===== src/rtl/song_pkg.sv =====
// Shared definitions for the song reader: FSM state encoding and ROM word layout.
// ROM word = {note[11:6], duration[5:0]}; a duration of zero marks the end of a song.
package song_pkg;

  typedef enum logic [2:0] {
    S_IDLE      = 3'd0,
    S_FETCH     = 3'd1,
    S_WAIT_ROM  = 3'd2,
    S_LOAD      = 3'd3,
    S_GUARD     = 3'd4,
    S_WAIT_NOTE = 3'd5,
    S_DONE      = 3'd6
  } song_state_t;

  localparam int ROM_W    = 12;
  localparam int NOTE_MSB = 11;
  localparam int NOTE_LSB = 6;
  localparam int DUR_MSB  = 5;
  localparam int DUR_LSB  = 0;

  localparam logic [5:0] END_DURATION = 6'd0;

  function automatic logic [ROM_W-1:0] pack_word(input logic [5:0] note, input logic [5:0] dur);
    return {note, dur};
  endfunction

endpackage


===== src/rtl/song_rom.sv =====
// Song ROM with a one-cycle registered read. Address = {song, note_index}.
// Contents are generated per song so every slot has a defined value.
module song_rom
  import song_pkg::*;
#(
  parameter int SONG_W     = 2,
  parameter int NOTE_IDX_W = 5
) (
  input  logic                         clk,
  input  logic                         reset,
  input  logic [SONG_W+NOTE_IDX_W-1:0] addr,
  output logic [ROM_W-1:0]             data
);

  localparam int ADDR_W = SONG_W + NOTE_IDX_W;

  logic [ROM_W-1:0] word_s;
  logic [ROM_W-1:0] data_r;

  // Song 0: two notes then end; song 1: 32 non-zero slots; songs 2/3: short tunes.
  function automatic logic [ROM_W-1:0] rom_word(input logic [ADDR_W-1:0] a);
    logic [SONG_W-1:0]     s;
    logic [NOTE_IDX_W-1:0] i;
    logic [5:0]            ix6;
    logic [ROM_W-1:0]      w;
    s   = a[ADDR_W-1:NOTE_IDX_W];
    i   = a[NOTE_IDX_W-1:0];
    ix6 = 6'(i);
    w   = {ROM_W{1'b0}};
    case (s)
      SONG_W'(0): begin
        if (ix6 == 6'd0) begin
          w = pack_word(6'd10, 6'd2);
        end else if (ix6 == 6'd1) begin
          w = pack_word(6'd11, 6'd3);
        end else begin
          w = pack_word(6'd0, END_DURATION);
        end
      end
      SONG_W'(1): w = pack_word(6'd20 + ix6, 6'd4 + {4'd0, ix6[1:0]});
      SONG_W'(2): begin
        if (ix6 < 6'd5) begin
          w = pack_word(6'd40 + ix6, 6'd1);
        end else begin
          w = pack_word(6'd0, END_DURATION);
        end
      end
      SONG_W'(3): begin
        if (ix6 < 6'd8) begin
          w = pack_word(6'd1 + ix6, 6'd8);
        end else begin
          w = pack_word(6'd0, END_DURATION);
        end
      end
      default: w = pack_word(6'd0, END_DURATION);
    endcase
    return w;
  endfunction

  // Combinational lookup of the addressed word.
  always_comb begin
    word_s = rom_word(addr);
  end

  // Registered read port.
  always_ff @(posedge clk or negedge reset) begin
    if (!reset) begin
      data_r <= {ROM_W{1'b0}};
    end else begin
      data_r <= word_s;
    end
  end

  assign data = data_r;

endmodule


===== src/rtl/song_reader.sv =====
// Song reader: walks the song ROM and hands note/duration pairs to the note player.
// Optional macro SONG_READER_LOOP_EN: on end marker or index wrap, restart the same song.
module song_reader
  import song_pkg::*;
#(
  parameter int SONG_W     = 2,
  parameter int NOTE_IDX_W = 5
) (
  input  logic              clk,
  input  logic              reset,
  input  logic              play,
  input  logic [SONG_W-1:0] song,
  input  logic              note_done,
  output logic [5:0]        note_to_load,
  output logic [5:0]        duration_to_load,
  output logic              load_new_note,
  output logic              song_done,
  output logic              busy
);

  song_state_t           state_r, state_s;
  logic [NOTE_IDX_W-1:0] note_idx_r, note_idx_s;
  logic [SONG_W-1:0]     song_r, song_s;
  logic                  wrap_r, wrap_s;
  logic [5:0]            note_r, note_s;
  logic [5:0]            dur_r, dur_s;
  logic                  load_r, load_s;
  logic                  done_r, done_s;
  logic                  busy_r, busy_s;
  logic [ROM_W-1:0]      rom_data_s;

  song_rom #(
    .SONG_W     (SONG_W),
    .NOTE_IDX_W (NOTE_IDX_W)
  ) u_rom (
    .clk   (clk),
    .reset (reset),
    .addr  ({song_r, note_idx_r}),
    .data  (rom_data_s)
  );

  // State register.
  always_ff @(posedge clk or negedge reset) begin
    if (!reset) begin
      state_r <= S_IDLE;
    end else begin
      state_r <= state_s;
    end
  end

  // Next-state and next-value logic; outputs are registered from these values.
  always_comb begin
    state_s    = state_r;
    note_idx_s = note_idx_r;
    song_s     = song_r;
    wrap_s     = wrap_r;
    note_s     = note_r;
    dur_s      = dur_r;
    load_s     = 1'b0;
    done_s     = 1'b0;
    case (state_r)
      S_IDLE: begin
        if (play) begin
          song_s     = song;
          note_idx_s = {NOTE_IDX_W{1'b0}};
          wrap_s     = 1'b0;
          state_s    = S_FETCH;
        end else begin
          state_s = S_IDLE;
        end
      end
      S_FETCH: state_s = S_WAIT_ROM;
      S_WAIT_ROM: begin
        if (rom_data_s[DUR_MSB:DUR_LSB] == END_DURATION) begin
          done_s = 1'b1;
`ifdef SONG_READER_LOOP_EN
          note_idx_s = {NOTE_IDX_W{1'b0}};
          wrap_s     = 1'b0;
          state_s    = S_FETCH;
`else
          state_s = S_DONE;
`endif
        end else begin
          note_s  = rom_data_s[NOTE_MSB:NOTE_LSB];
          dur_s   = rom_data_s[DUR_MSB:DUR_LSB];
          load_s  = 1'b1;
          state_s = S_LOAD;
        end
      end
      S_LOAD: begin
        note_idx_s = note_idx_r + NOTE_IDX_W'(1);
        wrap_s     = (note_idx_r == {NOTE_IDX_W{1'b1}});
        state_s    = S_GUARD;
      end
      // The player's done level may still reflect the previous note here.
      S_GUARD: state_s = S_WAIT_NOTE;
      S_WAIT_NOTE: begin
        if (play && note_done) begin
          if (wrap_r) begin
            done_s = 1'b1;
            wrap_s = 1'b0;
`ifdef SONG_READER_LOOP_EN
            state_s = S_FETCH;
`else
            state_s = S_DONE;
`endif
          end else begin
            state_s = S_FETCH;
          end
        end else begin
          state_s = S_WAIT_NOTE;
        end
      end
      S_DONE:  state_s = S_IDLE;
      default: state_s = S_IDLE;
    endcase
    busy_s = (state_s != S_IDLE);
  end

  // Datapath and registered outputs.
  always_ff @(posedge clk or negedge reset) begin
    if (!reset) begin
      note_idx_r <= {NOTE_IDX_W{1'b0}};
      song_r     <= {SONG_W{1'b0}};
      wrap_r     <= 1'b0;
      note_r     <= 6'd0;
      dur_r      <= 6'd0;
      load_r     <= 1'b0;
      done_r     <= 1'b0;
      busy_r     <= 1'b0;
    end else begin
      note_idx_r <= note_idx_s;
      song_r     <= song_s;
      wrap_r     <= wrap_s;
      note_r     <= note_s;
      dur_r      <= dur_s;
      load_r     <= load_s;
      done_r     <= done_s;
      busy_r     <= busy_s;
    end
  end

  assign note_to_load     = note_r;
  assign duration_to_load = dur_r;
  assign load_new_note    = load_r;
  assign song_done        = done_r;
  assign busy             = busy_r;

endmodule


===== config.mk =====
export PLATFORM = sky130hd
export DESIGN_NAME = song_reader
export DESIGN_NICKNAME = d
export VERILOG_FILES = /design/src/rtl/song_pkg.sv /design/src/rtl/song_rom.sv /design/src/rtl/song_reader.sv
export SDC_FILE = /design/constraint.sdc
export NUM_CORES = 1
export LEC_CHECK = 0
export ABC_AREA = 1
export CORE_ASPECT_RATIO = 1.5
export CORE_UTILIZATION = 54
export DETAILED_ROUTE_END_ITERATION = 12
export PLACE_DENSITY = 0.81
export SLEW_MARGIN = 40
export SYNTH_ARGS = -nofsm -noshare
export SYNTH_HDL_FRONTEND = slang
export SYNTH_SLANG_ARGS = --single-unit

===== constraint.sdc =====
create_clock -name clk -period 1.8 [get_ports clk]
set_input_delay 0.36 -clock clk [delete_from_list [all_inputs] [get_ports clk]]
set_output_delay 0.36 -clock clk [all_outputs]
set_load 0.02 [all_outputs]

Word level (Yosys, flattened, before mapping). Cells that the tools add are included.

Flip-flop bits (word level): 38. Input bits: 6. Output and inout port bits: 15.

Add/subtract/negate cells: 5. Order comparisons: 2. Eq/ne operators: 12. Mux-type cells: 21. Bitwise gates (word level): 1. Reductions and logical operators: 12.

Operators with widths (count): 12-bit case mux with 4 select lines (1); 12-bit two-way mux (3); 3-bit case mux with 6 select lines (1); 10-bit two-way mux (1); 5-bit case mux with 2 select lines (1); 3-bit two-way mux (3); 1-bit two-way mux (8); 1-bit by 5-bit adder with 6-bit output, first input constant (1); 5-bit by 5-bit adder with 6-bit output, first input constant (1); 6-bit by 5-bit adder with 6-bit output, first input constant (1); 3-bit by 2-bit == test with 1-bit output, second input constant (2); 3-bit == test, second input constant (2); 6-bit zero test (1); 2-bit AND reduction (3); 3-bit nonzero test (2); 5-bit by 1-bit adder with 5-bit output, second input constant (1); 5-bit by 1-bit == test with 1-bit output, second input constant (1); 5-bit == test, second input constant (1); 5-bit zero test (1); 5-bit by 3-bit less-than comparator with 1-bit output, second input constant (1); 5-bit by 4-bit less-than comparator with 1-bit output, second input constant (1); 5-bit two-way mux (1); 3-bit by 2-bit adder with 4-bit output, first input constant (1); 2-bit == test, second input constant (2); other kinds (11) (12).

Depth between registers and ports, before layout.
Word-level depth: 4. Gate-level depth with buffers: 8. Gate-level depth less buffers: 8.

Cells and area by module. Synthesis repeated with hierarchy kept, for this count alone.

Cell total of the unflattened synthesis: 232. Area total of the unflattened synthesis: 1885.6 sq um.

Modules (own cells, without submodules): song_reader (instances 1, cells each 146, area each 1211.2 sq um); song_rom (instances 1, cells each 86, area each 674.4 sq um).

Least setup slack after synthesis. No wires, ideal clock.

Path kind: register -> register. Start: register note_idx_r[2]. End: register u_rom.data_r[10], in the netlist u_rom.data[10]. Library setup time: 0.130 ns. Data arrival time: 1.144 ns. Required time: 1.670 ns. Slack: 0.526 ns. Cell stages (with the launch flop): 7. Path buffers: 0. Clock period less this slack: 1.274 ns. Cell sequence: dfrtp_1 ha_1 nand2_1 inv_1 ha_1 nand2_1 o211ai_1.

Cells in the longest elaborated chain, start to end: 3.

RTL lines: from (decl) (line song_reader.sv:22) `logic [NOTE_IDX_W-1:0] note_idx_r, note_idx_s;`; from (signal assigned) (line song_reader.sv:123) `note_idx_r <= {NOTE_IDX_W{1'b0}};`; from (signal assigned) (line song_reader.sv:132) `note_idx_r <= note_idx_s;`; 6-bit by 5-bit adder with 6-bit output (tied with other cells) (line song_rom.sv:43) `w = pack_word(6'd40 + ix6, 6'd1);`; 12-bit two-way mux, on equally long branches (line song_rom.sv:42, song_rom.sv:49); 12-bit case mux with 4 select lines (*) (line song_rom.sv:30) `case (s)`; via u_rom.word_s[10] (line song_rom.sv:17) `logic [ROM_W-1:0] word_s;`; to (signal assigned) (line song_rom.sv:68) `data_r <= {ROM_W{1'b0}};`; to (signal assigned) (line song_rom.sv:70) `data_r <= word_s;`; to (decl) (line song_rom.sv:18) `logic [ROM_W-1:0] data_r;`.

Mark *: on every way through the listed nets, which the timed path passes. The rest lies on a longest branch. A chain may end at the register's enable or synchronous reset.

Worst setup path in the final report.
Start: register dur_r[3], in the netlist duration_to_load[3]. End: output port duration_to_load[3].

RTL lines: from (decl) (line song_reader.sv:26) `logic [5:0] dur_r, dur_s;`; from (signal assigned) (line song_reader.sv:136) `dur_r <= dur_s;`; to (decl) (line song_reader.sv:15) `output logic [5:0] duration_to_load,`.

No word-level cell between the ends.

==> qor.yml <==
cts:
  clkLatencyLatePin_ps: 290
  cts_hold_buffers: 0
  clockBufferDepth: 2
  cts_sinks: 34
  h-tree-depth: 2
  cts_buffers: 5
  cts_resized: 0
  clkTransAtPathRegs_ps: 70
  post_cts_buffers: 0
  root_buffer: "clkbuf_8"
  tritoncts: "built"
timing:
  hold_viol: 0
  fin_skew_ps: 6.78
  rsz0062_at_grt: "no"
  setup_tns_ps: 0
  period_minus_slack_ps: 1600
  final_max_slew_viol_count: 0
  period_share: 0.890
  max_freq_mhz: 624
  setup_viol: 0
die:
  die_height_um: 69.4
  placementRows: 24
  dieArea_um2: 3260
  ios: 21
  die_w_um: 46.9
  initial_utilization: 0.567
  coreArea_um2: 2880
synthesis:
  synth_commonest_cells: "nand2_1 (71), dfrtp_1 (34), inv_1 (19)"
  yosysWarningCount: 0
  synthDistinctLibCells: 24
  synth_edf_count: 0
  ys_seq_area_frac: 0.520
  yosysTopAreaCell: "dfrtp_1"
  async_flop_share: 1.00
  syn_area_per_cell_um2: 8.39
  synthCells: 195
  synth_seq_cells: 34
  synthesis.area_um2: 1640
  synth.most_common_cell: "nand2_1"
  ys.flop_type: "dfrtp_1"
  synth_top_area_frac: 0.520
  ys_top_cells_by_area: "dfrtp_1 (52%), nand2_1 (16%), ha_1 (6.9%)"
critical_path:
  setup.worst_path.end_class: "output pin"
  critPathMaxStageDelay_ps: 600
  r2r-end: "u_rom.data[8]"
  critPathSlowestCell: "clkdlybuf4s50_1"
  r2r_cells: 6
  rrSetupSlack_ps: 380
  worst-path-max-fanout: 2
  crit_family: "buffers and inverters"
  path_cells: "clkdlybuf4s50_1"
  path_class: "flip-flop to output pin"
  crit_buf_inv: 1
  r2r-start: "note_idx_r[4]"
  crit_end: "duration_to_load[3]"
  cp_num_cells: 1
  cp-startpoint: "duration_to_load[3]"
  worstPathRequired_ps: 1440
  worstPathArrival_ps: 1240
  start_kind: "flip-flop"
min_path:
  hold_class: "flip-flop to flip-flop"
  min_from: "u_rom.data[8]"
power_and_ir_drop:
  worst_ir_drop_vdd_mv: 0.861
  p_per_area_nw_per_um2: 1580
  finalPower_mw: 3.04
  cellLeakagePower_nw: 1.02
layout:
  areaGrowthSynthToFinish_pct: 17.9
  fin_util: 0.669
  final_nets: 234
  n_antenna_cell: 0
  drive_above_1_share: 0.0776
routing:
  final_antenna_net_count: 0
  drt_wl_total_um: 3000
  post_drt_wl_per_cell_um: 11.6
  avgViaCountPerCell: 4.95
  drt_first_pass_iters: 4
  post-route-drc-count: 0
  vias: 1278
  drtIter0Drc: 28
grt:
  grt_first_pass_wirelength_um: 5270
  grt_usage: 0.229
  antenna_found_initial: 0
  grt_pass1_vias: 1208
  grt_max_degree: 35
  grt_overflow: 0
run_status:
  status: "completed"
placed_design:
  gp_congestion: 0.881
  port_buffers: 18
  place_hpwl_um: 2290
flow_run:
  max-cap-violations: 0
-- logic make-up after synthesis --
family          Yosys count  synth area share
flops                    34             0.520
buf+inv                  24            0.0650
fa+ha+maj                 9            0.0689
compound gates           14            0.0497
other cells               1           0.00229
xor+xnor                  1           0.00536
simple gates            112             0.288
-- state kept, by name, indices dropped and copies added (netlist names) --
register          count
state_r               3
load_new_note         1
note_idx_r            5
song_done             1
note_to_load          6
duration_to_load      4
busy                  1
song_r                2
wrap_r                1
u_rom.data           10
-- cell type report --
| type | count | area [um^2] |
|---|---|---|
| clock buffers | 5 | 68.8 |
| well taps | 39 | 48.8 |
| repair buffers | 19 | 188 |
| flip-flops and latches | 34 | 851 |
| fillers | 255 | 955 |
| inverters | 21 | 80.1 |
| multi-input cells | 138 | 682 |
| clock inverters | 2 | 10.0 |
-- metal layers --
metal  share of wire  routed length [um]  vias to the layer above  global-route usage
met4           0.029                  88                        0               0.127
li1                -                   -                      663                   -
met5               0                   0                        -                   0
met2            0.52                1560                       28               0.352
met1            0.42                1250                      578               0.283
met3           0.036                 107                        9              0.0547
-- metrics by stage --
stage	hold WS [ps]	cell area (um^2)	std cells	setup slack, ps
3_3_place_gp	424	1850	251	323
5_1_grt	460	1930	258	135
2_1_floorplan	64.4	1640	196	526
3_5_place_dp	424	1850	251	242
6_report	438	1930	258	197
4_1_cts	441	1930	258	187
-- where the power goes --
part	leakage (nW)	switching (mW)	internal [mW]
registers	0.438	0.193	1.06
logic	0.540	0.765	0.500
clock network	0.0438	0.263	0.259
-- placed cells by master (no fill, tap or decap), types with 4 or more instances in the layout --
master | netlist | layout
dfrtp_1 | 34 | 34
clkbuf_8 | 0 | 5
o211ai_1 | 4 | 4
ha_1 | 9 | 9
inv_1 | 19 | 19
nor2_1 | 15 | 15
clkdlybuf4s50_1 | 0 | 18
nand2_1 | 71 | 71
o21ai_0 | 6 | 6
nor2_2 | 4 | 4
nand3_1 | 14 | 14
-- worst min-delay path by stage --
stage	depth (start not counted)	to
after floorplan	0	busy
after global placement	2	note_to_load[3]
after detailed placement	2	note_to_load[2]
after CTS	2	note_to_load[2]
after global routing	2	note_to_load[2]
final	2	note_to_load[2]
(Power assumes the default switching activity.)
